## config.mk

```make
export PLATFORM = sky130hd
export DESIGN_NAME = grid_display_scan
export DESIGN_NICKNAME = d
export VERILOG_FILES = /design/src/rtl/grid_display_scan.sv
export SDC_FILE = /design/constraint.sdc
export NUM_CORES = 1
export LEC_CHECK = 0
export CORE_ASPECT_RATIO = 1.5
export CORE_MARGIN = 2
export CORE_UTILIZATION = 55
export CTS_CLUSTER_SIZE = 30
export DETAILED_ROUTE_END_ITERATION = 7
export GPL_ROUTABILITY_DRIVEN = 0
export GPL_TIMING_DRIVEN = 0
export MAX_ROUTING_LAYER = met4
export PLACE_DENSITY = 0.83
export SYNTH_ARGS = -nofsm -noshare
export SYNTH_HDL_FRONTEND = slang
export SYNTH_SLANG_ARGS = --single-unit
```

## constraint.sdc

```tcl
create_clock -name clk -period 7.2 [get_ports clk]
set_clock_uncertainty 0.05 [all_clocks]
set_input_delay 1.44 -clock clk [delete_from_list [all_inputs] [get_ports clk]]
set_output_delay 1.44 -clock clk [all_outputs]
set_load 0.01 [all_outputs]
```

## src/rtl/grid_display_scan.sv

```systemverilog
// Row-scan driver for an 8x8 LED matrix fed from the Game of Life generation register.
// The grid is snapshotted once per frame so a mid-scan generation update never tears the image.
module grid_display_scan #(
  parameter int DWELL = 1000,
  parameter int BLANK = 2
) (
  input  logic        clk,
  input  logic        reset,
  input  logic        enable,
  input  logic [63:0] grid,
  output logic [7:0]  row_sel,
  output logic [7:0]  col_data,
  output logic [2:0]  row_idx,
  output logic        frame_done
);

  // state | meaning
  // IDLE  | outputs off, waiting for enable
  // LOAD  | one cycle: snapshot grid, restart at row 0
  // DRIVE | row_idx driven for DWELL cycles
  // BLANK | all rows off for BLANK cycles between rows
  typedef enum logic [1:0] {
    S_IDLE  = 2'd0,
    S_LOAD  = 2'd1,
    S_DRIVE = 2'd2,
    S_BLANK = 2'd3
  } state_t;

  localparam int CMAX = (DWELL > BLANK) ? DWELL : BLANK;
  localparam int CW   = $clog2(CMAX + 1);
  localparam logic [CW-1:0] DWELL_LAST = CW'(DWELL - 1);
  localparam logic [CW-1:0] BLANK_LAST = (BLANK > 0) ? CW'(BLANK - 1) : '0;

  state_t        state_q, state_d;
  logic [2:0]    row_q, row_d;
  logic [CW-1:0] cnt_q, cnt_d;
  logic [63:0]   snap_q, snap_d;
  logic [7:0]    row_sel_q, row_sel_d;
  logic [7:0]    col_data_q, col_data_d;
  logic          frame_done_q, frame_done_d;
  logic          end_row;

  always_ff @(posedge clk or negedge reset) begin
    if (!reset) begin
      state_q      <= S_IDLE;
      row_q        <= '0;
      cnt_q        <= '0;
      snap_q       <= '0;
      row_sel_q    <= '0;
      col_data_q   <= '0;
      frame_done_q <= 1'b0;
    end else begin
      state_q      <= state_d;
      row_q        <= row_d;
      cnt_q        <= cnt_d;
      snap_q       <= snap_d;
      row_sel_q    <= row_sel_d;
      col_data_q   <= col_data_d;
      frame_done_q <= frame_done_d;
    end
  end

  always_comb begin
    state_d      = state_q;
    row_d        = row_q;
    cnt_d        = cnt_q;
    snap_d       = snap_q;
    frame_done_d = 1'b0;
    end_row      = 1'b0;

    case (state_q)
      S_IDLE: begin
        if (enable) state_d = S_LOAD;
      end
      S_LOAD: begin
        snap_d  = grid;
        row_d   = '0;
        cnt_d   = '0;
        state_d = S_DRIVE;
      end
      S_DRIVE: begin
        if (cnt_q == DWELL_LAST) begin
          cnt_d = '0;
          if (BLANK > 0) state_d = S_BLANK;
          else           end_row = 1'b1;
        end else begin
          cnt_d = cnt_q + 1'b1;
        end
      end
      S_BLANK: begin
        if (cnt_q == BLANK_LAST) begin
          cnt_d   = '0;
          end_row = 1'b1;
        end else begin
          cnt_d = cnt_q + 1'b1;
        end
      end
      default: state_d = S_IDLE;
    endcase

    if (end_row) begin
      if (row_q == 3'd7) begin
        row_d        = '0;
        frame_done_d = 1'b1;
        state_d      = enable ? S_LOAD : S_IDLE;
      end else begin
        row_d   = row_q + 3'd1;
        state_d = S_DRIVE;
      end
    end
  end

  // Outputs are precomputed from the next state so they change on the same edge as the state.
  always_comb begin
    row_sel_d  = '0;
    col_data_d = '0;
    if (state_d == S_DRIVE) begin
      row_sel_d  = 8'b1 << row_d;
      col_data_d = snap_d[{row_d, 3'b000} +: 8];
    end
  end

  assign row_sel    = row_sel_q;
  assign col_data   = col_data_q;
  assign row_idx    = row_q;
  assign frame_done = frame_done_q;

endmodule
```

==> flow_metrics.py, run 1 <==
metrics = {
    "yosys": {
        "synth_cells": 331,
        "async_flop_share_pct": 100.0,
        "synth-edff-count": 0,
        "syn_area_um2": 4329,
        "synth_ff_type": "dfrtp_1",
        "synth_seq_cells": 96,
        "ys_seq_area_share_pct": 55.49,
        "syn_nets": 402,
        "synth_cell_type_count": 47,
        "syn_area_per_cell_um2": 13.08,
        "ys_warn_count": 0,
    },
    "timing": {
        "period_needed_ps": 3085,
        "final.setup.tns_ps": 0,
        "hold_violations": 0,
        "slew_viol_final": 0,
        "rsz0062_at_grt": "no",
        "fmaxAchievable_ghz": 0.3242,
        "fin_ws_ps": 4115,
        "tightestPinTransition_ps": 839.7,
        "timing.final.crit_share_pct": 42.84,
        "setup_viol": 0,
        "slew_headroom_pct": 43.81,
    },
    "worst_setup_path": {
        "cp-end-kind": "register",
        "crit_path_max_incr_delay_ps": 560,
        "ff2ff_path_depth": 9,
        "reg2reg_from": "cnt_q[1]$_DFFE_PN0P_",
        "crit_type": "reg -> reg",
        "cp_cell_sequence": "inv_1 -> ha_1 -> nor4b_2 -> a31oi_1 -> a221oi_4 -> buf_2 -> mux2i_1 -> o22ai_1 -> a221o_1",
        "critPathTopFamily": "compound AO/OA/AOI/OAI gates",
        "setup.worst_path.start_class": "register",
        "cp.arrival_ps": 3260,
        "reg2reg_setup_slack_ps": 4120,
        "cp.required_ps": 7380,
        "cp_max_fo": 10,
        "worst-path-buf-inv": 2,
        "r2r_end": "col_data[6]$_DFF_PN0_",
        "critPathSlowestCell": "a221oi_4",
    },
    "placed_design": {
        "placed_cell_area_um2": 5343,
        "hpwl_um": 7001,
        "dp.cells": 520,
        "preCtsSetupSlack_ps": 4196,
        "io_buffers": 86,
    },
    "final_layout": {
        "final_util_pct": 74.08,
        "final_cells": 535,
        "areaGrowthSynthToFinish_pct": 30.26,
        "drive_gt1_share_pct": 24.94,
        "nets": 500,
        "fin_area_um2": 5639,
        "insertedDiodeCount": 0,
    },
    "detailed_routing": {
        "drtIter0Drc": 202,
        "post_drt_wl_per_cell_um": 18.42,
        "drc_errors": 0,
        "drtAntennaViolNets": 0,
        "dr.pass1.iters": 4,
        "vias_per_cell": 5.656,
        "routed_wl_um": 9853,
        "vias": 3026,
    },
    "clock_network": {
        "cts_root_buffer": "clkbuf_16",
        "postCtsResizedCells": 0,
        "cts_buffers": 9,
        "cts_sinks": 96,
        "cts_tree": "done",
        "cts_setup_buffers": 0,
        "holdBufCountCts": 0,
        "clk_latency_ps": 340,
        "htreeDepth": 3,
        "cts_buffer_depth": 2,
        "clkSlewWorstSetupHoldPaths_ps": 60,
    },
    "floorplan": {
        "initial_utilization_pct": 56.87,
        "dieArea_um2": 8612,
        "core_area_um2": 7612,
        "row_count": 39,
        "die_h_um": 112.7,
        "io_pins": 87,
        "die_x_um": 76.44,
    },
    "worst_hold_path": {
        "min_path_type": "reg -> reg",
        "whs_endpoint": "snap_q[10]$_DFF_PN0_",
        "hold_depth": 1,
        "hold_start": "snap_q[10]$_DFF_PN0_",
    },
    "grt": {
        "grt_start_max_net_pins": 52,
        "grt-ovfl-total": 0,
        "grt_use_total_pct": 25.46,
        "grt_antenna_before_repair": 0,
        "grt_pass1_wl_um": 16190,
        "grt_pass1_vias": 3277,
    },
    "status": {
        "status": "finished, final reports clean",
    },
    "power_and_ir_drop": {
        "power_density_nw_per_um2": 399.6,
        "irDropWorstVdd_v": 0.0002160,
        "leakage_uw": 0.002387,
    },
    "run": {
        "cap_viol_max_count": 0,
    },
}
registers in the layout (all words and copies together) (netlist names):
signal and flops:
cnt_q 10, row_sel 8, row_idx 3, col_data 8
state_q 2, frame_done 1, snap_q 64
cell usage in the layout, fill, tap and decap left out, types with 2 or more instances in the layout:
cell             instances
clkinv_2                 2
ha_1                     4
o21ai_0                 13
mux2i_1                 16
inv_1                    4
nand2b_1                 5
or2_2                    2
nor2b_1                  3
buf_2                    6
and3_1                   3
clkbuf_16                9
nand2_1                 21
nor2_1                  15
dfrtp_1                 96
mux2_2                  71
a221o_1                  9
clkinv_4                 2
nor3_1                   2
or3_1                    2
o21ai_1                  2
mux2_1                   8
a31oi_1                  2
nand4_1                  2
clkbuf_1                 5
buf_4                    4
o22ai_1                  9
nand3_1                  5
clkdlybuf4s50_1         85
synth_stat cells, drive strengths merged (5+ instances only):
master,count,area [µm²]
dfrtp,96,2402
clkbuf,5,18.77
o21ai,15,75.07
a221o,9,90.09
o22ai,9,56.30
buf,11,67.56
nand2,21,78.83
nand3,5,25.02
mux2i,16,160.2
nand2b,6,45.04
mux2,80,904.6
nor2,16,62.56
worst reg2reg max path, stage by stage, from the launching register on:
cell,delay [ps]
dfrtp_1,400
inv_1,80
ha_1,150
nor4b_2,360
a31oi_1,210
a221oi_4,560
buf_2,410
mux2i_1,320
o22ai_1,140
a221o_1,280
final cells by class:
class                           count  area [µm²]
Buffer                             16       86.33
Clock buffer                       10       239.0
Clock inverter                      5       57.56
Fill cell                         525        1973
Inverter                            4       15.01
Multi-Input combinational cell    215        1826
Sequential cell                    96        2402
Tap cell                          102       127.6
Timing Repair Buffer               87       885.9
worst max-delay path by stage:
stage | start | to | depth (start not counted)
6_report | cnt_q[1]$_DFFE_PN0P_ | col_data[6]$_DFF_PN0_ | 9
5_1_grt | cnt_q[1]$_DFFE_PN0P_ | col_data[6]$_DFF_PN0_ | 9
4_1_cts | cnt_q[1]$_DFFE_PN0P_ | col_data[6]$_DFF_PN0_ | 9
3_5_place_dp | cnt_q[1]$_DFFE_PN0P_ | col_data[6]$_DFF_PN0_ | 9
3_3_place_gp | reset | snap_q[18]$_DFF_PN0_ | 1
2_1_floorplan | grid[13] | col_data[5]$_DFF_PN0_ | 3
power breakdown:
group	internal (µW)	switching (µW)
Sequential	766	89.7
Clock	276	197
Combinational	473	451
Total	1520	737
per-layer routing:
| layer | up-vias | track usage, % | wire, µm | part of all wire (%) |
|---|---|---|---|---|
| li1 | 1394 | - | - | - |
| met1 | 1511 | 28.10 | 3767 | 38 |
| met2 | 106 | 44.66 | 5497 | 56 |
| met3 | 15 | 4.662 | 393 | 4.0 |
| met4 | 0 | 11.52 | 194 | 2.0 |
| met5 | - | - | 0 | 0 |
logic make-up (layout without fill, tap and decap cells):
logic type,Yosys count,after routing,synth area share [%]
simple gates,70,70,8.700
fa+ha+maj,4,4,1.156
xor+xnor,2,2,0.4047
flops,96,96,55.49
mux,96,96,24.60
compound gates,43,43,7.312
buf+inv,20,122,2.341
metrics by stage:
stage | power (µW) | hold WS (ps)
after floorplan | 1475 | 416.9
after global placement | 1723 | 424.0
after detailed placement | 1771 | 430.7
after CTS | 2260 | 445.2
after global routing | 2389 | 456.1
final | 2253 | 441.5
No activity file was read; power rests on OpenSTA's default activity.
==> run 2, diff against run 1 <==
--- a/config.mk
+++ b/config.mk
@@ -7,13 +7,13 @@
 export LEC_CHECK = 0
 export CORE_ASPECT_RATIO = 1.5
 export CORE_MARGIN = 2
-export CORE_UTILIZATION = 55
+export CORE_UTILIZATION = 46
 export CTS_CLUSTER_SIZE = 30
 export DETAILED_ROUTE_END_ITERATION = 7
 export GPL_ROUTABILITY_DRIVEN = 0
 export GPL_TIMING_DRIVEN = 0
 export MAX_ROUTING_LAYER = met4
-export PLACE_DENSITY = 0.83
+export PLACE_DENSITY = 0.73
 export SYNTH_ARGS = -nofsm -noshare
 export SYNTH_HDL_FRONTEND = slang
 export SYNTH_SLANG_ARGS = --single-unit
==> constraint.sdc (replaced) <==
create_clock -name clk -period 2.7 [get_ports clk]
set_clock_uncertainty 0.05 [all_clocks]
set_input_delay 0.54 -clock clk [delete_from_list [all_inputs] [get_ports clk]]
set_output_delay 0.54 -clock clk [all_outputs]
set_load 0.01 [all_outputs]
==> flow_metrics.py, run 2 (synthesis results as in run 1) <==
metrics = {
    "status": {
        "status": "finished, final reports clean",
    },
    "worst_setup_path": {
        "cp-end-kind": "register",
        "crit_type": "reg -> reg",
        "reg2reg_from": "cnt_q[4]$_DFFE_PN0P_",
        "cp.required_ps": 2850,
        "ff2ff_path_depth": 8,
        "cp_max_fo": 10,
        "cp.arrival_ps": 2830,
        "r2r_end": "cnt_q[2]$_DFFE_PN0P_",
        "setup.worst_path.start_class": "register",
        "reg2reg_setup_slack_ps": 20,
    },
    "final_layout": {
        "insertedDiodeCount": 0,
        "final_util_pct": 62.65,
        "areaGrowthSynthToFinish_pct": 33.15,
        "reg_top3": "snap_q x64, cnt_q x10",
        "drive_gt1_share_pct": 28.28,
        "nets": 508,
        "fillCellCount": 712,
        "mostFrequentLayoutCells": "96 x dfrtp_1, 85 x clkdlybuf4s50_1, 72 x mux2_2",
        "final_common_cell": "dfrtp_1",
        "largest_reg_flops": 64,
        "regMostFlops": "snap_q",
    },
    "power_and_ir_drop": {
        "irDropWorstVdd_v": 0.0005759,
        "power_density_nw_per_um2": 1058,
        "p_total_uw": 6098,
        "leakage_uw": 0.002448,
    },
    "detailed_routing": {
        "routed_wl_um": 9830,
        "vias_per_cell": 5.424,
        "vias": 3005,
        "dr.pass1.iters": 4,
        "post_drt_wl_per_cell_um": 17.74,
        "drtAntennaViolNets": 0,
        "drtIter0Drc": 129,
        "drc_errors": 0,
    },
    "clock_network": {
        "cts_buffer_depth": 2,
        "holdBufCountCts": 0,
        "cts_tree": "done",
        "clk_latency_ps": 340,
        "cts_buffers": 9,
        "cts_sinks": 96,
        "cts_root_buffer": "clkbuf_16",
        "htreeDepth": 3,
        "clkSlewWorstSetupHoldPaths_ps": 60,
    },
    "run": {
        "cap_viol_max_count": 0,
    },
    "timing": {
        "period_needed_ps": 2676,
        "tightestPinTransition_ps": 461.1,
        "timing.final.crit_share_pct": 99.12,
        "hold_violations": 0,
        "hold_slack_ps": 98.53,
        "fmaxAchievable_ghz": 0.3737,
        "final.setup.tns_ps": 0,
        "rsz0062_at_grt": "yes",
        "slew_headroom_pct": 69.15,
        "setup_viol": 0,
        "slew_viol_final": 0,
    },
    "floorplan": {
        "die_x_um": 83.21,
        "core_area_um2": 9200,
        "die_h_um": 122.8,
        "io_pins": 87,
        "initial_utilization_pct": 47.06,
        "dieArea_um2": 10220,
        "row_count": 43,
    },
    "placed_design": {
        "io_buffers": 86,
        "hpwl_um": 7070,
    },
    "worst_hold_path": {
        "min_path_type": "in -> async",
    },
    "grt": {
        "grt_use_total_pct": 20.33,
        "grt_start_max_net_pins": 64,
        "grt_antenna_before_repair": 0,
        "grt-ovfl-total": 0,
        "grt_pass1_wl_um": 15560,
        "grt_pass1_vias": 3171,
    },
}
==> run 2: critical path, stage by stage (launching register included) <==
cell and delay, ps:
dfrtp_1 420, or2_1 340, or4_1 610, o211ai_1 270, buf_4 180, clkbuf_1 320
o21ai_0 170, nand2_1 100, o21ai_0 80
==> run 2: worst max-delay path by stage <==
stage	from	end	slack, ps	cells after the start
after floorplan	state_q[1]$_DFF_PN0_	col_data[5]$_DFF_PN0_	250	6
after global placement	reset	snap_q[16]$_DFF_PN0_	-2380	1
after detailed placement	cnt_q[1]$_DFFE_PN0P_	col_data[3]$_DFF_PN0_	-390	9
after CTS	cnt_q[1]$_DFFE_PN0P_	col_data[3]$_DFF_PN0_	4	9
after global routing	cnt_q[4]$_DFFE_PN0P_	cnt_q[2]$_DFFE_PN0P_	-120	8
final	cnt_q[4]$_DFFE_PN0P_	cnt_q[2]$_DFFE_PN0P_	20	8
==> run 2: power breakdown <==
group | total [µW] | switching, µW | internal [µW]
Clock | 1260 | 538 | 724
Combinational | 2560 | 1200 | 1360
Sequential | 2280 | 235 | 2040
==> run 2: cell type report <==
| type | count | area [µm²] | area share [%] |
|---|---|---|---|
| Buffer | 16 | 92.59 | 1.606 |
| Clock buffer | 10 | 229.0 | 3.972 |
| Clock inverter | 6 | 67.56 | 1.172 |
| Inverter | 4 | 15.01 | 0.2605 |
| Multi-Input combinational cell | 215 | 1859 | 32.26 |
| Sequential cell | 96 | 2402 | 41.68 |
| Tap cell | 112 | 140.1 | 2.431 |
| Timing Repair Buffer | 95 | 958.4 | 16.63 |
==> run 2: what timing repair did <==
item / 4_1_cts / 5_1_grt
setup endpoints to repair: 8 / 13
pin swaps: 0 / 2
buffers inserted: 2 / 6
resized for setup: 5 / 7
==> run 2: per-layer routing <==
| layer | track usage (%) | part of all wire [%] | vias up |
|---|---|---|---|
| li1 | - | - | 1403 |
| met4 | 8.197 | 2.3 | 0 |
| met5 | - | 0 | - |
| met1 | 22.25 | 39 | 1524 |
| met2 | 36.19 | 55 | 64 |
| met3 | 4.237 | 3.7 | 14 |
==> run 2: metrics by stage <==
stage / cells / instance area (µm²) / worst slack [ps]
6_report: 554 / 5764 / 23.85
5_1_grt: 554 / 5764 / -120.4
2_1_floorplan: 331 / 4329 / 252.8
3_3_place_gp: 529 / 5330 / -2377
4_1_cts: 548 / 5675 / 4.017
3_5_place_dp: 530 / 5355 / -393.8
